--- src/rtl/alu_seq_if.sv ---
// Op-code encodings and the valid/ready interface shared by the sequential ALU
// and whoever drives it (decode stage on the input side, writeback on the output side).
package alu_seq_pkg;
  localparam logic [4:0] ALU_ADD     = 5'd0;
  localparam logic [4:0] ALU_SUB     = 5'd1;
  localparam logic [4:0] ALU_AND     = 5'd2;
  localparam logic [4:0] ALU_OR      = 5'd3;
  localparam logic [4:0] ALU_XOR     = 5'd4;
  localparam logic [4:0] ALU_LSHIFT  = 5'd5;
  localparam logic [4:0] ALU_LRSHIFT = 5'd6;
  localparam logic [4:0] ALU_ARSHIFT = 5'd7;
  localparam logic [4:0] ALU_MUL     = 5'd8;
  localparam logic [4:0] ALU_DIV     = 5'd9;
  localparam logic [4:0] ALU_DIVU    = 5'd10;
  localparam logic [4:0] ALU_REM     = 5'd11;
  localparam logic [4:0] ALU_REMU    = 5'd12;
  localparam logic [4:0] ALU_SUBU    = 5'd13;
endpackage

interface alu_seq_if #(parameter int WIDTH = 32);
  logic             flush;
  logic             in_valid;
  logic             in_ready;
  logic [4:0]       alu_op;
  logic [WIDTH-1:0] r1;
  logic [WIDTH-1:0] r2;
  logic             out_valid;
  logic             out_ready;
  logic [WIDTH-1:0] res;
  logic             zero;
  logic             illegal_op;

  modport master (
    output flush, in_valid, alu_op, r1, r2, out_ready,
    input  in_ready, out_valid, res, zero, illegal_op
  );

  modport slave (
    input  flush, in_valid, alu_op, r1, r2, out_ready,
    output in_ready, out_valid, res, zero, illegal_op
  );
endinterface

--- src/rtl/alu_seq.sv ---
// Multi-cycle ALU: single-cycle logic/arith ops, iterative shift-add multiply
// and restoring divide, valid/ready handshakes on both sides.
module alu_seq
  import alu_seq_pkg::*;
#(
  parameter int WIDTH    = 32,
  parameter bit MUL_ITER = 1'b1
) (
  input logic      clk,
  input logic      rst_n,
  alu_seq_if.slave bus
);

  localparam int               CW        = $clog2(WIDTH);
  localparam logic [CW-1:0]    CNT_START = CW'(WIDTH - 1);
  localparam logic [WIDTH-1:0] MIN_NEG   = {1'b1, {(WIDTH-1){1'b0}}};

  typedef enum logic [1:0] {IDLE, BUSY, DONE} state_t;

  state_t           r_state;
  state_t           w_nextState;
  logic [CW-1:0]    r_count;
  logic [WIDTH-1:0] r_workA;
  logic [WIDTH-1:0] r_workB;
  logic [WIDTH-1:0] r_workC;
  logic             r_isMul;
  logic             r_wantRem;
  logic             r_negQ;
  logic             r_negR;
  logic [WIDTH-1:0] r_res;
  logic             r_zero;
  logic             r_illegal;

  logic             w_inReady;
  logic             w_accept;
  logic             w_isDiv;
  logic             w_isSignedDiv;
  logic             w_divZero;
  logic             w_divOvf;
  logic             w_mulIter;
  logic             w_iterOp;
  logic [CW-1:0]    w_shamt;
  logic [WIDTH-1:0] w_absA;
  logic [WIDTH-1:0] w_absB;
  logic [WIDTH-1:0] w_fastRes;
  logic             w_fastIllegal;
  logic [WIDTH-1:0] w_mulAcc;
  logic [WIDTH:0]   w_trial;
  logic [WIDTH:0]   w_diff;
  logic             w_fits;
  logic [WIDTH-1:0] w_divRem;
  logic [WIDTH-1:0] w_divQuo;
  logic [WIDTH-1:0] w_iterRes;

  // Divides by zero and the one signed-overflow case finish in a single cycle.
  always_comb begin
    w_isDiv       = (bus.alu_op == ALU_DIV) || (bus.alu_op == ALU_DIVU) ||
                    (bus.alu_op == ALU_REM) || (bus.alu_op == ALU_REMU);
    w_isSignedDiv = (bus.alu_op == ALU_DIV) || (bus.alu_op == ALU_REM);
    w_divZero     = w_isDiv && (bus.r2 == '0);
    w_divOvf      = w_isSignedDiv && (bus.r1 == MIN_NEG) && (bus.r2 == '1);
    w_mulIter     = MUL_ITER && (bus.alu_op == ALU_MUL);
    w_iterOp      = w_mulIter || (w_isDiv && !w_divZero && !w_divOvf);
    w_shamt       = bus.r2[CW-1:0];
    w_absA        = (w_isSignedDiv && bus.r1[WIDTH-1]) ? -bus.r1 : bus.r1;
    w_absB        = (w_isSignedDiv && bus.r2[WIDTH-1]) ? -bus.r2 : bus.r2;
  end

  always_comb begin
    w_fastRes     = '0;
    w_fastIllegal = 1'b0;
    case (bus.alu_op)
      ALU_ADD:            w_fastRes = bus.r1 + bus.r2;
      ALU_SUB, ALU_SUBU:  w_fastRes = bus.r1 - bus.r2;
      ALU_AND:            w_fastRes = bus.r1 & bus.r2;
      ALU_OR:             w_fastRes = bus.r1 | bus.r2;
      ALU_XOR:            w_fastRes = bus.r1 ^ bus.r2;
      ALU_LSHIFT:         w_fastRes = bus.r1 << w_shamt;
      ALU_LRSHIFT:        w_fastRes = bus.r1 >> w_shamt;
      ALU_ARSHIFT:        w_fastRes = $signed(bus.r1) >>> w_shamt;
      ALU_MUL:            w_fastRes = MUL_ITER ? '0 : bus.r1 * bus.r2;
      ALU_DIV, ALU_DIVU: begin
        w_fastRes     = w_divOvf ? bus.r1 : '1;
        w_fastIllegal = w_divZero;
      end
      ALU_REM, ALU_REMU: begin
        w_fastRes     = w_divOvf ? '0 : bus.r1;
        w_fastIllegal = w_divZero;
      end
      default:            w_fastIllegal = 1'b1;
    endcase
  end

  // workA = accumulator / partial remainder, workB = multiplier / quotient,
  // workC = multiplicand / divisor magnitude.
  always_comb begin
    w_mulAcc = r_workA + (r_workB[0] ? r_workC : '0);
    w_trial  = {r_workA, r_workB[WIDTH-1]};
    w_diff   = w_trial - {1'b0, r_workC};
    w_fits   = !w_diff[WIDTH];
    w_divRem = w_fits ? w_diff[WIDTH-1:0] : w_trial[WIDTH-1:0];
    w_divQuo = {r_workB[WIDTH-2:0], w_fits};
    if (r_isMul)        w_iterRes = w_mulAcc;
    else if (r_wantRem) w_iterRes = r_negR ? -w_divRem : w_divRem;
    else                w_iterRes = r_negQ ? -w_divQuo : w_divQuo;
  end

  always_comb begin
    w_inReady   = (r_state == IDLE) || ((r_state == DONE) && bus.out_ready);
    w_accept    = bus.in_valid && w_inReady && !bus.flush;
    w_nextState = r_state;
    if (bus.flush)                              w_nextState = IDLE;
    else if (w_accept)                          w_nextState = w_iterOp ? BUSY : DONE;
    else if ((r_state == BUSY) && (r_count == '0)) w_nextState = DONE;
    else if ((r_state == DONE) && bus.out_ready)   w_nextState = IDLE;
  end

  always_ff @(posedge clk or negedge rst_n) begin
    if (!rst_n) r_state <= IDLE;
    else        r_state <= w_nextState;
  end

  always_ff @(posedge clk or negedge rst_n) begin
    if (!rst_n) begin
      r_count   <= '0;
      r_workA   <= '0;
      r_workB   <= '0;
      r_workC   <= '0;
      r_isMul   <= 1'b0;
      r_wantRem <= 1'b0;
      r_negQ    <= 1'b0;
      r_negR    <= 1'b0;
      r_res     <= '0;
      r_zero    <= 1'b1;
      r_illegal <= 1'b0;
    end else if (w_accept) begin
      if (w_iterOp) begin
        r_count   <= CNT_START;
        r_isMul   <= w_mulIter;
        r_wantRem <= (bus.alu_op == ALU_REM) || (bus.alu_op == ALU_REMU);
        r_negQ    <= w_isSignedDiv && (bus.r1[WIDTH-1] ^ bus.r2[WIDTH-1]);
        r_negR    <= w_isSignedDiv && bus.r1[WIDTH-1];
        r_workA   <= '0;
        r_workB   <= w_mulIter ? bus.r2 : w_absA;
        r_workC   <= w_mulIter ? bus.r1 : w_absB;
      end else begin
        r_res     <= w_fastRes;
        r_zero    <= (w_fastRes == '0);
        r_illegal <= w_fastIllegal;
      end
    end else if ((r_state == BUSY) && !bus.flush) begin
      r_count <= r_count - CW'(1);
      if (r_isMul) begin
        r_workA <= w_mulAcc;
        r_workB <= r_workB >> 1;
        r_workC <= r_workC << 1;
      end else begin
        r_workA <= w_divRem;
        r_workB <= w_divQuo;
      end
      if (r_count == '0) begin
        r_res     <= w_iterRes;
        r_zero    <= (w_iterRes == '0);
        r_illegal <= 1'b0;
      end
    end
  end

  assign bus.in_ready   = w_inReady;
  assign bus.out_valid  = (r_state == DONE);
  assign bus.res        = r_res;
  assign bus.zero       = r_zero;
  assign bus.illegal_op = r_illegal;

endmodule

--- src/flat_wrapper.sv ---
// flat-port wrapper written by rule: the top's interface ports become plain ports
module alu_seq_flat import alu_seq_pkg::*;
#(
  parameter int WIDTH    = 32,
  parameter bit MUL_ITER = 1'b1
)
  (clk, rst_n, bus_flush, bus_in_valid, bus_alu_op, bus_r1, bus_r2, bus_out_ready, bus_in_ready, bus_out_valid, bus_res, bus_zero, bus_illegal_op);
  alu_seq_if #(.WIDTH(WIDTH)) bus_i ();
  input logic clk;
  input logic rst_n;
  input wire logic [$bits(bus_i.flush)-1:0] bus_flush;
  input wire logic [$bits(bus_i.in_valid)-1:0] bus_in_valid;
  input wire logic [$bits(bus_i.alu_op)-1:0] bus_alu_op;
  input wire logic [$bits(bus_i.r1)-1:0] bus_r1;
  input wire logic [$bits(bus_i.r2)-1:0] bus_r2;
  input wire logic [$bits(bus_i.out_ready)-1:0] bus_out_ready;
  output wire logic [$bits(bus_i.in_ready)-1:0] bus_in_ready;
  output wire logic [$bits(bus_i.out_valid)-1:0] bus_out_valid;
  output wire logic [$bits(bus_i.res)-1:0] bus_res;
  output wire logic [$bits(bus_i.zero)-1:0] bus_zero;
  output wire logic [$bits(bus_i.illegal_op)-1:0] bus_illegal_op;
  assign bus_i.flush = bus_flush;
  assign bus_i.in_valid = bus_in_valid;
  assign bus_i.alu_op = bus_alu_op;
  assign bus_i.r1 = bus_r1;
  assign bus_i.r2 = bus_r2;
  assign bus_i.out_ready = bus_out_ready;
  assign bus_in_ready = bus_i.in_ready;
  assign bus_out_valid = bus_i.out_valid;
  assign bus_res = bus_i.res;
  assign bus_zero = bus_i.zero;
  assign bus_illegal_op = bus_i.illegal_op;
  alu_seq #(.WIDTH(WIDTH), .MUL_ITER(MUL_ITER)) u_core (.clk(clk), .rst_n(rst_n), .bus(bus_i));
endmodule
--- config.mk ---
export PLATFORM = sky130hd
export DESIGN_NAME = alu_seq_flat
export DESIGN_NICKNAME = d
export VERILOG_FILES = /design/src/rtl/alu_seq_if.sv /design/src/rtl/alu_seq.sv /design/src/flat_wrapper.sv
export SDC_FILE = /design/constraint.sdc
export NUM_CORES = 1
export LEC_CHECK = 0
export CELL_PAD_IN_SITES_DETAIL_PLACEMENT = 0
export CELL_PAD_IN_SITES_GLOBAL_PLACEMENT = 1
export CORE_ASPECT_RATIO = 1.4
export CORE_MARGIN = 2
export CORE_UTILIZATION = 35
export CTS_BUF_LIST = sky130_fd_sc_hd__clkbuf_16
export DETAILED_ROUTE_END_ITERATION = 7
export GPL_TIMING_DRIVEN = 0
export PLACE_DENSITY_LB_ADDON = 0.1
export RECOVER_POWER = 25
export SYNTH_ARGS = -nofsm -noshare
export SYNTH_HDL_FRONTEND = slang
export SYNTH_SLANG_ARGS = --single-unit
export TNS_END_PERCENT = 5
--- constraint.sdc ---
create_clock -name clk -period 8 [get_ports clk]
set_clock_uncertainty 0.2 [all_clocks]
set_input_delay 1.2 -clock clk [delete_from_list [all_inputs] [get_ports clk]]
set_output_delay 1.2 -clock clk [all_outputs]
set_load 0.01 [all_outputs]
==> flow_metrics.env, run 1 <==
export IMPL_outcome="finished with violations"
export IMPL_cts_buffers=17
export IMPL_peakVddDrop_mv=0.188
export IMPL_wl_per_cell_um=37.0
export IMPL_final_cell_mix="330 x nor2_1, 309 x nand2_1, 271 x o21ai_0, 234 x a21oi_1, 174 x clkbuf_1"
export IMPL_cp_slowest_cell="a211oi_1"
export IMPL_fin_crit_sh_pct=102
export IMPL_synthCells=3212
export IMPL_final_common_cell="nor2_1"
export IMPL_synthSimpleGateAreaFrac_pct=22.4
export IMPL_cellLeakagePower_nw=10.8
export IMPL_die_y_um=310
export IMPL_drt_wl_total_um=156000
export IMPL_place_area_sq_um=25700
export IMPL_worstSkewPairLatency_ns=0.48
export IMPL_crit_fanout=10
export IMPL_dieArea_sq_um=69200
export IMPL_async_reset_ff_share_pct=100
export IMPL_finalNonFillerCells=4217
export IMPL_worstMarginPinSlew_ns=3.94
export IMPL_grt_pass1_vias=29300
export IMPL_rows=112
export IMPL_final_area_sq_um=26700
export IMPL_drv_cap=3
export IMPL_max_slew_margin_pct=-162
export IMPL_layout_nets=3590
export IMPL_h_tree_depth=4
export IMPL_gp_congestion=1.07
export IMPL_finalSetupViolations=1
export IMPL_ant_nets=0
export IMPL_fp_coreArea_sq_um=66600
export IMPL_worst_setup_path_type="primary input to flip-flop"
export IMPL_ys_types=103
export IMPL_cpPeakStageDelay_ns=1.06
export IMPL_power_mw=7.72
export IMPL_ios=110
export IMPL_synth_seq_cells=141
export IMPL_synth_top_family_by_area="compound AO/OA/AOI/OAI gates"
export IMPL_clockBufferDepth=2
export IMPL_cts_sinks=141
export IMPL_ys_seq_area_share_pct=15.0
export IMPL_grt_overflow=0
export IMPL_start_util_pct=35.3
export IMPL_post_synth_fa_ha_maj_area_fraction_pct=9.05
export IMPL_synth_edf_count=0
export IMPL_viasPerCell=6.85
export IMPL_fin_setup_tns_ns=-0.161
export IMPL_synth_compound_area_share_pct=30.3
export IMPL_postCtsHoldBufs=0
export IMPL_io_buffer_count=108
export IMPL_dp_cells=4178
export IMPL_path_cells="clkdlybuf4s50_1, clkbuf_2, clkbuf_1, clkbuf_1, nor3_1, o21ai_0, o21ai_0, a211oi_1, nand3_1, a31oi_2, nand4b_1, nor4_4, nand2_1, or4_1, o41a_1, o21ai_1"
export IMPL_grt_usage_pct=44.5
export IMPL_hold_path_class="flip-flop to flip-flop"
export IMPL_die_w_um=223
export IMPL_critical_path_startpoint="bus_r2[3]"
export IMPL_setup_ws_ns=-0.161
export IMPL_cp_num_cells=16
export IMPL_grt_max_degree=82
export IMPL_drt_iter0_drc=3237
export IMPL_dpl_hpwl_um=128000
export IMPL_crit_path_end_kind="flip-flop"
export IMPL_fin_crit_ns=8.16
export IMPL_required_ns=8.20
export IMPL_cp_start_kind="primary input"
export IMPL_ctsRootBufferMaster="clkbuf_16"
export IMPL_route_detailed_drc=0
export IMPL_yosysTopAreaCellShare_pct=14.9
export IMPL_synth_area_mux_share_pct=9.88
export IMPL_hold_ws_ns=0.281
export IMPL_syn_area_sq_um=23500
export IMPL_clk_pin_slew_ns=0.07
export IMPL_drive_above_1_share_pct=7.80
export IMPL_failed_checks="max-capacitance violations, max-slew violations, negative setup slack"
export IMPL_r2r_cells=27
export IMPL_path_buf_inv=4
export IMPL_synth_top_area_cell="dfrtp_1"
export IMPL_synth_avg_cell_area_sq_um=7.31
export IMPL_syn_to_final_growth_pct=13.6
export IMPL_synth_area_leaders="dfrtp_1 15%, ha_1 8.8%, o21ai_0 5.8%"
export IMPL_hold_viol_final=0
export IMPL_fmax_ghz=0.123
export IMPL_antenna_found_initial=3
export IMPL_slew_viol_final=144
export IMPL_cp_arrival_ns=8.36
export IMPL_vias=28900
export IMPL_yosysWarnings=0
export IMPL_r2r_start="u_core.r_workB[31]"
export IMPL_grt_pass1_wl_um=218000
export IMPL_synth_xor_area_share_pct=6.86
export IMPL_drtPass1Iterations=6
export IMPL_crit_family="compound AO/OA/AOI/OAI gates"
export IMPL_synth_fp_nets=3454
export IMPL_cts_tree="built"
export IMPL_p_per_area_nw_per_um2=289
export IMPL_synthFlopType="dfrtp_1"
export IMPL_min_from="u_core.bus.res[0]"
export IMPL_holdPathStages=1
-- cell type report --
class / count / area, sq um
flip-flops and latches: 141 / 3530
inverters: 138 / 520
clock inverters: 15 / 140
fillers: 7128 / 39900
well taps: 855 / 1070
multi-input cells: 2687 / 18700
clock buffers: 17 / 425
plain buffers: 240 / 1040
diodes: 1 / 2.50
repair buffers: 123 / 1210
-- per-layer routing --
metal	vias to the layer above	GRT usage [%]	wire length (um)
li1	12300	-	-
met1	13900	42.2	49900
met2	1888	76.5	73800
met3	857	8.31	10500
met4	2	51.7	21900
met5	-	0.0701	8
-- worst paths after layout --
kind | to | slack (ns)
min in group asynchronous | u_core.r_workA[29] | 1.83
max | u_core.bus.zero | -0.16
min reg2reg | u_core.bus.res[0] | 0.28
max reg2reg | u_core.bus.zero | -0.05
max in group asynchronous | u_core.r_workB[31] | 1.95
min | u_core.bus.res[0] | 0.28
-- worst reg2reg max path, cell delays in order, from the launching register on --
cell and delay, ns:
dfrtp_2 0.38, inv_1 0.17, ha_1 0.27, fa_1 0.47, nand2b_1 0.23, a21boi_2 0.24, o211ai_1 0.11, buf_4 0.18
nand2_1 0.22, and3_4 0.35, nor2_1 0.13, clkinv_1 0.11, buf_4 0.25, buf_6 0.26, clkbuf_8 0.31, ha_2 0.33
nand4_1 0.21, o21ai_2 0.23, xor2_2 0.30, o21ai_1 0.30, o31a_1 0.19, or4_1 0.50, or4_1 0.49, or4_1 0.51
nand4bb_1 0.32, nor4_2 0.43, nand4_1 0.15, o21ai_1 0.17
-- power breakdown --
group	total (mW)	switching [mW]	internal, mW
logic	5.47	3.64	1.83
clock network	0.824	0.392	0.432
registers	1.42	0.415	1.01
total	7.72	4.44	3.28
-- synth_stat cells (13+ instances only) --
cell and instances:
a211o_1 13, and3_1 30, inv_1 132, nor3_1 64
ha_1 165, xor2_1 53, o21ai_1 14, buf_2 21
or4_1 18, o22ai_1 24, a21oi_1 240, xnor2_1 131
mux2i_1 81, a221oi_1 35, nor2b_1 22, a2111oi_0 15
nand2_1 309, or3_1 44, o211ai_1 44, a211oi_1 94
a22oi_1 27, o21ai_0 274, nand4_1 44, o21a_1 24
a31oi_1 36, nor2_1 330, mux2_2 13, clkbuf_1 190
buf_1 26, nor4_1 22, a21o_1 51, nand2b_1 18
and2_1 19, mux4_2 59, a311oi_1 27, o31ai_1 31
nand3_1 86, dfrtp_1 140, o221ai_1 17
-- logic make-up after synthesis --
group | count (synthesis)
and+or+nand+nor | 1090
DFF | 141
adders and majority gates | 168
muxes | 156
xor gates and xnor gates | 184
buffers and inverters | 384
AOI/OAI and AO/OA | 1089
-- flip-flops by register name, summed over array words and instances, names as in the netlist --
name / flops
u_core.r_state: 2
u_core.bus.illegal_op: 1
u_core.r_isMul: 1
u_core.r_count: 5
u_core.r_negR: 1
u_core.bus.zero: 1
u_core.r_workB: 32
u_core.r_negQ: 1
u_core.r_wantRem: 1
u_core.bus.res: 32
u_core.r_workA: 32
u_core.r_workC: 32
-- stage by stage --
| stage | util, % | setup WS, ns |
|---|---|---|
| after floorplan | - | 1.46 |
| after global placement | 38.5 | -3.16 |
| after detailed placement | 38.6 | -3.09 |
| after CTS | 39.8 | 0.0248 |
| after global routing | 40.1 | -0.0680 |
| final | 40.1 | -0.161 |
-- timing repair --
item | 4_1_cts | 5_1_grt
pin swaps | 5 | 6
cloned | 0 | 0
setup endpoints to repair | 25 | 4
hold endpoints to repair | 0 | 0
resized for setup | 64 | 35
setup buffers | 5 | 6
No activity file was read; power rests on OpenSTA's default activity.
==> run 2, diff against run 1 <==
- CELL_PAD_IN_SITES_DETAIL_PLACEMENT: 0 -> default
- CELL_PAD_IN_SITES_GLOBAL_PLACEMENT: 1 -> default
- PLACE_DENSITY_LB_ADDON: 0.1 -> default
==> run 2 against run 1 <==
  * The run still ends with max-capacitance violations, max-slew violations, negative setup slack left
  * Via count decreased by 1.7%
  * Final cell count hardly changed
  * Sequential share of layout area increased by 0.059 points
  * Hold slack got worse by 0.0038 ns
  * Largest power group unchanged
==> flow_metrics.env, run 2 (same netlist as run 1, synthesis figures left out) <==
export IMPL_cpPeakStageDelay_ns=0.73
export IMPL_viasPerCell=6.73
export IMPL_outcome="finished with violations"
export IMPL_ios=110
export IMPL_hold_viol_final=0
export IMPL_vias=28400
export IMPL_rows=112
export IMPL_die_w_um=223
export IMPL_final_cell_mix="330 x nor2_1, 308 x nand2_1, 272 x o21ai_0, 239 x a21oi_1, 177 x clkbuf_1"
export IMPL_setup_ws_ns=-0.139
export IMPL_seqPwrFrac_pct=18.8
export IMPL_syn_to_final_growth_pct=13.1
export IMPL_final_area_sq_um=26600
export IMPL_min_from="u_core.bus.res[8]"
export IMPL_p_sw_share_pct=56.6
export IMPL_r2r_start="u_core.r_workB[31]"
export IMPL_slew_viol_final=147
export IMPL_die_y_um=310
export IMPL_p_per_area_nw_per_um2=287
export IMPL_cts_tree="built"
export IMPL_drive_above_1_share_pct=7.12
export IMPL_gp_congestion=1.09
export IMPL_path_buf_inv=5
export IMPL_required_ns=8.18
export IMPL_antenna_found_initial=5
export IMPL_cts_sinks=141
export IMPL_grt_overflow=0
export IMPL_route_detailed_drc=0
export IMPL_internal_power_mw=3.30
export IMPL_drt_iter0_drc=2717
export IMPL_cp_arrival_ns=8.32
export IMPL_finalSetupViolations=1
export IMPL_holdPathStages=2
export IMPL_min_to="u_core.bus.res[8]"
export IMPL_grt_usage_pct=41.8
export IMPL_crit_family="simple AND/OR/NAND/NOR gates"
export IMPL_max_slew_margin_pct=-157
export IMPL_drtPass1Iterations=6
export IMPL_drt_wl_total_um=147000
export IMPL_failed_checks="max-capacitance violations, max-slew violations, negative setup slack"
export IMPL_grt_pass1_vias=28500
export IMPL_fin_setup_tns_ns=-0.139
export IMPL_place_area_sq_um=25700
export IMPL_rrSetupSlack_ns=0.09
export IMPL_peakVddDrop_mv=0.176
export IMPL_postCtsHoldBufs=0
export IMPL_hold_ws_ns=0.277
export IMPL_clk_pin_slew_ns=0.08
export IMPL_cp_slowest_cell="clkdlybuf4s50_1"
export IMPL_h_tree_depth=4
export IMPL_power_mw=7.62
export IMPL_wl_per_cell_um=34.9
export IMPL_comb_power_share_pct=70.0
export IMPL_crit_fanout=10
export IMPL_grt_pass1_wl_um=206000
export IMPL_grt_max_degree=79
export IMPL_dieArea_sq_um=69200
export IMPL_crit_path_end_kind="flip-flop"
export IMPL_ctsRootBufferMaster="clkbuf_16"
export IMPL_cellLeakagePower_nw=10.8
export IMPL_start_util_pct=35.3
export IMPL_p_clk_share_pct=11.2
export IMPL_ant_nets=0
export IMPL_worst_setup_path_type="primary input to flip-flop"
export IMPL_fp_coreArea_sq_um=66600
export IMPL_layout_nets=3586
export IMPL_hold_path_class="flip-flop to flip-flop"
export IMPL_fmax_ghz=0.123
export IMPL_path_cells="clkdlybuf4s50_1, clkbuf_2, buf_2, clkbuf_2, clkbuf_4, xnor2_1, ha_1, nor2b_1, nor3_1, nor4_1, o221ai_1, a2111oi_0, nand4_1, nor4_1, nand4b_1, nor4_2, nand2_1, or4_1, o41a_1, o21ai_1"
export IMPL_utilization_pct=39.9
export IMPL_dpl_hpwl_um=120000
export IMPL_power_switching_mw=4.31
export IMPL_io_buffer_count=108
export IMPL_cp_start_kind="primary input"
export IMPL_fin_crit_sh_pct=102
export IMPL_dp_cells=4177
export IMPL_worstSkewPairLatency_ns=0.46
export IMPL_worstMarginPinSlew_ns=3.86
export IMPL_final_common_cell="nor2_1"
export IMPL_cts_buffers=17
export IMPL_clockBufferDepth=2
export IMPL_r2r_cells=27
export IMPL_fin_crit_ns=8.14
export IMPL_drv_cap=3
export IMPL_reg2reg_to="u_core.bus.zero"
export IMPL_dpl_worst_slack_ns=-2.22
export IMPL_finalNonFillerCells=4215
[run 2: area by class of cell]
| type | instances | area, sq um |
|---|---|---|
| Sequential cell | 141 | 3530 |
| Fill cell | 7198 | 40000 |
| Buffer | 240 | 1030 |
| Inverter | 138 | 524 |
| Tap cell | 855 | 1070 |
| Multi-Input combinational cell | 2687 | 18600 |
| Clock buffer | 17 | 425 |
| Clock inverter | 15 | 176 |
| Antenna cell | 3 | 7.51 |
| Timing Repair Buffer | 119 | 1170 |
[run 2: power groups by stage]
stage | Combinational [mW] | Clock (mW) | Sequential [mW]
floorplan | 3.24 | 0 | 1.29
global placement | 5.03 | 0 | 1.42
detailed placement | 5.02 | 0 | 1.42
CTS | 5.08 | 0.856 | 1.41
global route | 5.65 | 0.877 | 1.46
finish | 5.33 | 0.855 | 1.43
[run 2: tightest hold or removal path: stages, from the launching register on]
cell	delay [ns]
dfrtp_1	0.35
nand2_1	0.05
nand2_1	0.05
[run 2: how the worst max path moves through the flow]
stage / start / endpoint / slack [ns] / cells past startpoint
2_1_floorplan: u_core.r_workB[31] / u_core.bus.zero / 1.46 / 29
3_3_place_gp: bus_r2[3] / u_core.bus.zero / -2.36 / 20
3_5_place_dp: bus_r2[3] / u_core.bus.zero / -2.22 / 20
4_1_cts: u_core.r_workB[31] / u_core.bus.zero / 0.002 / 26
5_1_grt: u_core.r_workB[31] / u_core.bus.zero / -0.004 / 28
6_report: bus_r2[2] / u_core.bus.zero / -0.14 / 20
[run 2: layer usage]
layer  share of wire [%]  routed length [um]  GRT usage [%]
met5              0.0068                  10              0
met1                  33               48400           40.9
met3                 7.0               10300           7.40
met4                  14               20200           48.1
met2                  46               68300           70.9
[run 2: repair_timing]
action,in CTS,in global routing
pin swaps,2,2
resized for setup,50,16
endpoints found under the setup margin,15,3
setup buffers,1,8
